===== src/rtl/fpga_clkdiv.sv =====
// fpga_clkdiv -- multi-channel programmable clock divider with per-channel lock
// tracking. Every channel derives a registered divided clock (clk_div), a
// one-cycle period-start strobe (clk_en) and a locked flag from the single
// fabric clock fclk.
//
// Divide ratios pass through a per-channel shadow register. By default a new
// ratio takes effect only at the channel's own period boundary, so no period
// is ever truncated. Define FPGA_CLKDIV_PHASE_ALIGN_EN to make cfg_update
// restart every running channel at cnt=0 on the following edge instead. The
// channels then share a common phase reference after every update.
module fpga_clkdiv #(
  parameter int NUM_CH      = 4,
  parameter int DIV_W       = 8,
  parameter int LOCK_CYCLES = 16,
  parameter int DIV_INIT    = 2
) (
  input  logic                    fclk,
  input  logic                    reset,
  input  logic [NUM_CH*DIV_W-1:0] div_cfg,
  input  logic                    cfg_update,
  input  logic [NUM_CH-1:0]       ch_enable,
  output logic [NUM_CH-1:0]       clk_div,
  output logic [NUM_CH-1:0]       clk_en,
  output logic [NUM_CH-1:0]       locked,
  output logic                    all_locked
);

  // The lock counter must be wide enough to hold LOCK_CYCLES itself.
  localparam int LOCK_W = (LOCK_CYCLES < 1) ? 1 : $clog2(LOCK_CYCLES + 1);
  localparam logic [LOCK_W-1:0] LOCK_MAX   = LOCK_W'(LOCK_CYCLES);
  localparam logic [DIV_W-1:0]  DIV_INIT_V = DIV_W'(DIV_INIT);

`ifdef FPGA_CLKDIV_PHASE_ALIGN_EN
  localparam bit PHASE_ALIGN = 1'b1;
`else
  localparam bit PHASE_ALIGN = 1'b0;
`endif

  typedef enum logic [1:0] {
    ST_IDLE,
    ST_RUN,
    ST_RELOCK
  } ch_state_t;

  // Ratios 0 and 1 cannot form a two-phase clock, so they run as divide-by-2.
  function automatic logic [DIV_W-1:0] eff_ratio(input logic [DIV_W-1:0] r);
    return (r < DIV_W'(2)) ? DIV_W'(2) : r;
  endfunction

  for (genvar i = 0; i < NUM_CH; i++) begin : g_ch

    // Architectural state of this channel.
    ch_state_t         state;
    logic [DIV_W-1:0]  cnt;
    logic [LOCK_W-1:0] lock_cnt;
    logic [DIV_W-1:0]  cur_ratio;
    logic [DIV_W-1:0]  shadow_ratio;
    logic              pending;
    logic              div_q;
    logic              en_q;
    logic              lock_q;

    // Next-state values.
    ch_state_t         state_d;
    logic [DIV_W-1:0]  cnt_d;
    logic [LOCK_W-1:0] lock_d;
    logic [DIV_W-1:0]  cur_d;
    logic [DIV_W-1:0]  shadow_d;
    logic              pending_d;
    logic              div_d;
    logic              en_d;
    logic              lock_flag_d;

    // Helper terms.
    logic [DIV_W-1:0]  cfg_slice;
    logic [DIV_W-1:0]  cur_n;
    logic [DIV_W-1:0]  new_ratio;
    logic              have_new;
    logic              at_boundary;
    logic              restart;
    logic              apply_new;
    logic              active_d;
    logic [DIV_W:0]    high_len;

    // Compute this channel's next state, counters and registered outputs.
    always_comb begin
      // NOTE: every variable gets a default first so that no path through the
      // case statement leaves one unassigned, which would infer a latch.
      cfg_slice   = div_cfg[i*DIV_W +: DIV_W];
      cur_n       = eff_ratio(cur_ratio);
      new_ratio   = cfg_update ? cfg_slice : shadow_ratio;
      have_new    = cfg_update | pending;
      at_boundary = (cnt == cur_n - DIV_W'(1));
      restart     = at_boundary | (PHASE_ALIGN & cfg_update);
      apply_new   = 1'b0;

      state_d     = state;
      cnt_d       = cnt;
      lock_d      = lock_cnt;
      cur_d       = cur_ratio;
      shadow_d    = cfg_update ? cfg_slice : shadow_ratio;
      pending_d   = pending | cfg_update;

      case (state)
        ST_IDLE: begin
          // While the channel is stopped, a new ratio takes effect at once.
          cnt_d  = '0;
          lock_d = '0;
          if (have_new) begin
            cur_d     = new_ratio;
            pending_d = 1'b0;
          end
          if (ch_enable[i]) begin
            state_d = ST_RUN;
          end
        end

        ST_RUN, ST_RELOCK: begin
          if (!ch_enable[i]) begin
            // A disable stops the channel immediately. Any queued ratio is
            // applied so that the next run starts with the latest setting.
            state_d = ST_IDLE;
            cnt_d   = '0;
            lock_d  = '0;
            if (have_new) begin
              cur_d     = new_ratio;
              pending_d = 1'b0;
            end
          end else begin
            cnt_d     = restart ? '0 : cnt + DIV_W'(1);
            lock_d    = (lock_cnt >= LOCK_MAX) ? lock_cnt : lock_cnt + LOCK_W'(1);
            apply_new = restart & have_new;
            if (apply_new) begin
              cur_d     = new_ratio;
              pending_d = 1'b0;
              if (eff_ratio(new_ratio) != cur_n) begin
                lock_d  = '0;
                state_d = ST_RELOCK;
              end
            end
            if (state_d == ST_RELOCK && lock_d >= LOCK_MAX) begin
              state_d = ST_RUN;
            end
          end
        end

        default: begin
          state_d = ST_IDLE;
          cnt_d   = '0;
          lock_d  = '0;
        end
      endcase

      // Derive the outputs from the next state so that they are registered
      // alongside it and line up with cnt cycle for cycle. The high phase
      // uses the ratio of the period that is about to run.
      active_d    = (state_d != ST_IDLE);
      high_len    = ({1'b0, eff_ratio(cur_d)} + (DIV_W + 1)'(1)) >> 1;
      en_d        = active_d & (cnt_d == '0);
      div_d       = active_d & ({1'b0, cnt_d} < high_len);
      lock_flag_d = active_d & (lock_d >= LOCK_MAX);
    end

    // Channel registers. The synchronous reset overrides enable and update.
    always_ff @(posedge fclk) begin
      // NOTE: sequential state uses non-blocking assignments only, so every
      // register samples values from before this clock edge.
      if (reset) begin
        state        <= ST_IDLE;
        cnt          <= '0;
        lock_cnt     <= '0;
        cur_ratio    <= DIV_INIT_V;
        shadow_ratio <= DIV_INIT_V;
        pending      <= 1'b0;
        div_q        <= 1'b0;
        en_q         <= 1'b0;
        lock_q       <= 1'b0;
      end else begin
        state        <= state_d;
        cnt          <= cnt_d;
        lock_cnt     <= lock_d;
        cur_ratio    <= cur_d;
        shadow_ratio <= shadow_d;
        pending      <= pending_d;
        div_q        <= div_d;
        en_q         <= en_d;
        lock_q       <= lock_flag_d;
      end
    end

    assign clk_div[i] = div_q;
    assign clk_en[i]  = en_q;
    assign locked[i]  = lock_q;
  end

  // all_locked reports on the enabled channels only. It is low when no
  // channel is enabled.
  assign all_locked = (|ch_enable) & (&(locked | ~ch_enable));

endmodule


===== config.mk =====
export PLATFORM = sky130hd
export DESIGN_NAME = fpga_clkdiv
export DESIGN_NICKNAME = d
export VERILOG_FILES = /design/src/rtl/fpga_clkdiv.sv
export SDC_FILE = /design/constraint.sdc
export NUM_CORES = 1
export LEC_CHECK = 0
export BUFFER_PORTS_ARGS = -buffer_cell sky130_fd_sc_hd__buf_2
export CAP_MARGIN = 25
export CELL_PAD_IN_SITES_DETAIL_PLACEMENT = 0
export CELL_PAD_IN_SITES_GLOBAL_PLACEMENT = 2
export CORE_UTILIZATION = 34
export DETAILED_ROUTE_END_ITERATION = 6
export PLACE_DENSITY_LB_ADDON = 0.12
export SLEW_MARGIN = 40
export SYNTH_ARGS = -nofsm -noshare
export SYNTH_HDL_FRONTEND = slang
export SYNTH_SLANG_ARGS = --single-unit

===== constraint.sdc =====
create_clock -name fclk -period 5 [get_ports fclk]
set_input_delay 0.75 -clock fclk [delete_from_list [all_inputs] [get_ports fclk]]
set_output_delay 0.75 -clock fclk [all_outputs]
set_load 0.02 [all_outputs]

==> impl_summary.log <==
[metrics] run status: finished, final reports clean
[metrics] average cell area after synthesis: 7.958 um2
[metrics] Clk pwr share: 36.1%
[metrics] CTS tree: done
[metrics] largest fanout on the critical path: 12
[metrics] number of antenna violations at the first check in global routing: 1
[metrics] Overall Power: 0.003424 W
[metrics] clock insertion delay at the later pin of the skew report: 430 ps
[metrics] number of buffers added by the clock tree synthesis step: 17
[metrics] Hold Crit Class: flip-flop to flip-flop
[metrics] non-filler instance count after layout: 1,758
[metrics] number of global-route vias before repair: 8,816
[metrics] total number of cells along the worst setup path: 21
[metrics] synthesized cell area: 10,010 um2
[metrics] gate count of the mapped netlist: 1,258
[metrics] buffer type at the clock tree root: sky130_fd_sc_hd__clkbuf_16
[metrics] total internal power: 0.002289 W
[metrics] HPWL reported at the end of detailed placement: 21.90 mm
[metrics] floorplan die width: 173.6 um
[metrics] count of boundary I/O pins: 52
[metrics] Net count, final: 1,455
[metrics] Post-Syn Nets: 1,353
[metrics] peak per-stage delay on the critical path: 560 ps
[metrics] Psw: 0.001135 W
[metrics] Detail Route Antenna Nets: 0
[metrics] highest ir drop seen on vdd: 0.2245 mV
[metrics] GRT Util Overall: 19.46%
[metrics] number of placement rows: 62
[metrics] WP data required: 5370 ps
[metrics] via count normalized by instance count: 5.323
[metrics] count of cell types in the netlist: 90
[metrics] part of the total power dissipated in combinational logic: 28.8%
[metrics] CTS sink cnt: 140
[metrics] fmax: 0.2007 GHz
[metrics] max-capacitance violation count: 0
[metrics] die area: 30,130 um2
[metrics] initial core utilization: 34.69%
[metrics] length in cells of the worst reg-to-reg path: 21
[metrics] maximum number of pins on one net before global-route repair: 73
[metrics] actual transition at the worst max-transition pin: 780.6 ps
[metrics] setup slack at placement: -76.82 ps
[metrics] critical path's top delay family: simple AND/OR/NAND/NOR gates
[metrics] cell depth of the worst min-delay path: 2
[metrics] flops & latches, synth: 140
[metrics] maximum count of clock buffers along a single path: 2
[metrics] number of enable flip-flop cells after synthesis: 0
[metrics] CTS H-tree depth: 4
[metrics] Max-Slew Margin vs Limit: 47.41%
[metrics] classification of the worst setup path: flip-flop to flip-flop
[metrics] Period Utilization, post-route: 99.64%
[metrics] min setup slack post-route: 17.82 ps
[metrics] Port Buffer Count: 51
[metrics] final core utilization: 41.67%
[metrics] clock slew seen by the registers of the worst setup and hold paths: 60 ps
[metrics] Main synth FF type: sky130_fd_sc_hd__dfxtp_1
[metrics] DR vias: 9,357
[metrics] register area share after synthesis: 28.00%
[metrics] Sequential Power Share: 35.0%
[metrics] leakage power summed over all cells: 4.790 nW
[metrics] number of filler cells placed in the layout: 2,968
[metrics] residual DRC count: 0
[metrics] CP bufs+invs: 3
[metrics] fraction of final layout cells with drive strength greater than 1: 20.17%
[metrics] Fin. Hold Viols: 0
[metrics] routed length per placed instance: 16.67 um
[metrics] type of element launching the critical path: flip-flop
[metrics] power density over the cells: 284.7 nW/um2
[metrics] critical path's slowest cell: sky130_fd_sc_hd__or4_4
[metrics] remaining global-route overflow: 0
[metrics] unrepaired setup endpoints after global routing: yes
[metrics] total of warnings raised by yosys: 0
[metrics] global-route wire length before repair: 47.07 mm
[metrics] hold_buf cts: 0
[metrics] Max Transition Viols Final: 0
[metrics] critical path endpoint category: flip-flop
[metrics] number of endpoints failing setup at the final stage: 0
[metrics] switching fraction of total power: 33.15%
[metrics] Die Span Y: 173.6 um
[metrics] Clock Skews: 19.07 ps
[metrics] Post-Place Cells: 1,721
[metrics] time the final worst path needs with I/O delays and setup: 4982 ps
[metrics] DRC marker count from the first detailed-route iteration: 643
[metrics] Pre-Repair DR Iteration Count: 6
[metrics] core region area: 28,860 um2
[metrics] Area growth, synth to finish: 20.12%
[metrics] worst path arrival time: 5350 ps
[metrics] routability congestion estimate from global placement: 0.8854
[metrics] crit-path cells: or4_4 > o21a_1 > clkinv_2 > ha_4 > nand2b_1 > or3_4 > a2111oi_4 > nand3_2 > buf_4 > o2111a_1 > a311oi_1 > buf_4 > nand3_1 > o31ai_2 > ha_2 > nand2_2 > or3_1 > ha_1 > and4_1 > a2111oi_4 > and3_1
[metrics] Async SR Flop Fraction: 0%
[metrics] total wirelength of the detailed-routed design: 29.30 mm
-- layer usage --
layer	vias to the layer above	track usage, %	part of all wire [%]
met2	175	30.94	44
li1	4725	-	-
met1	4433	27.33	51
met5	-	0	0
met3	24	3.224	3.5
met4	0	4.605	0.94
-- cells by family after synthesis --
logic type      synth area share (%)
buf+inv                        5.537
xor+xnor                       10.90
compound gates                 19.00
fa+ha+maj                      6.999
simple gates                   25.08
mux                            4.487
flops                          28.00
-- stage by stage --
step / hold WS (ps) / cell area, um2 / setup TNS (ps)
floorplan: 462.0 / 10060 / -357.1
global placement: 490.9 / 11230 / 0
detailed placement: 502.0 / 11230 / -76.82
CTS: 522.2 / 11810 / -22.29
global route: 564.6 / 12020 / -319.5
finish: 515.9 / 12030 / 0
-- flip-flops by register name, summed over array words and instances (netlist names) --
name	cells
g_ch.cnt	32
g_ch.cur_ratio	32
g_ch.div_q	4
g_ch.en_q	4
g_ch.lock_cnt	20
g_ch.lock_q	4
g_ch.pending	4
g_ch.shadow_ratio	32
g_ch.state	8
-- layout make-up --
class	count	area (um2)	share of cell area [%]
clock buffer	19	442.9	3.683
inverter	45	170.2	1.415
multi-input combinational	991	6889	57.29
timing repair buffer	165	1117	9.291
antenna	1	2.502	0.02081
clock inverter	13	118.9	0.9884
sequential	140	2804	23.32
tap	384	480.5	3.995
-- worst paths after layout --
| path | startpoint | to | slack, ps |
|---|---|---|---|
| max | g_ch[0].cur_ratio[3]$_SDFF_PP0_ | g_ch[0].div_q$_SDFF_PP0_ | 20 |
| min | g_ch[2].shadow_ratio[1]$_SDFF_PP1_ | g_ch[2].shadow_ratio[1]$_SDFF_PP1_ | 520 |
| max reg2reg | g_ch[0].cur_ratio[3]$_SDFF_PP0_ | g_ch[0].div_q$_SDFF_PP0_ | 20 |
| min reg2reg | g_ch[2].shadow_ratio[1]$_SDFF_PP1_ | g_ch[2].shadow_ratio[1]$_SDFF_PP1_ | 520 |
-- layout by cell type (no fill, tap or decap), drive strengths merged, types with 10 or more instances in the layout --
master  count
or2        17
mux2i      37
a21o       11
o21ai      60
and3       10
o22ai      10
xnor2      58
and2       12
nor3       49
ha         56
dfxtp     140
nor4       29
o31ai      11
inv        45
or3        12
a21oi      41
nor3b      11
a31oi      17
buf       165
nand2      73
nand3      37
a211oi     13
nand2b     19
o211ai     10
nor2b      16
nor2      184
xor2       63
nand4      13
clkbuf     19
-- tightest hold or removal path: cells and delay by family, from the launching register on --
kind	cells	cell delay [ps]
mux	1	90
flops	1	320
simple gates	1	70
-- power groups by stage --
stage / logic (W) / registers [W] / clock network, W
final: 0.000988 / 0.00120 / 0.00124
after floorplan: 0.000650 / 0.00121 / 0
after global placement: 0.000942 / 0.00122 / 0
after global routing: 0.00108 / 0.00121 / 0.00133
after CTS: 0.000947 / 0.00120 / 0.00128
after detailed placement: 0.000935 / 0.00122 / 0
-- cell usage after synthesis (all sizes together) (6+ instances only) --
master | count | share of area (%)
a211oi | 13 | 0.97
a21o | 11 | 0.82
a21oi | 41 | 2.0
a221oi | 6 | 0.52
a31oi | 17 | 1.1
and2 | 12 | 0.75
and3 | 10 | 0.62
and4 | 6 | 0.52
buf | 29 | 1.8
clkbuf | 53 | 2.0
dfxtp | 140 | 28
ha | 56 | 7.0
inv | 44 | 1.6
mux2 | 7 | 0.79
mux2i | 37 | 3.7
nand2 | 73 | 2.7
nand2b | 19 | 1.2
nand3 | 37 | 1.9
nand4 | 13 | 0.81
nor2 | 184 | 6.9
nor2b | 16 | 1.0
nor3 | 49 | 2.4
nor3b | 11 | 0.82
nor4 | 29 | 1.9
o2111ai | 8 | 0.89
o211ai | 10 | 0.80
o21a | 9 | 0.69
o21ai | 60 | 3.0
o22ai | 10 | 0.62
o31a | 6 | 0.52
o31ai | 11 | 0.82
or2 | 17 | 1.1
or3 | 12 | 0.80
or4 | 8 | 0.60
xnor2 | 58 | 5.1
xor2 | 63 | 5.6
-- what timing repair did --
action                                  in CTS  in global routing
setup buffers                                2                  3
hold endpoints to repair                     0                  0
endpoints found under the setup margin       1                  4
gates resized for setup                      1                 41
pin swaps                                    4                 25
Note: power is estimated with default switching activity, not from simulation.
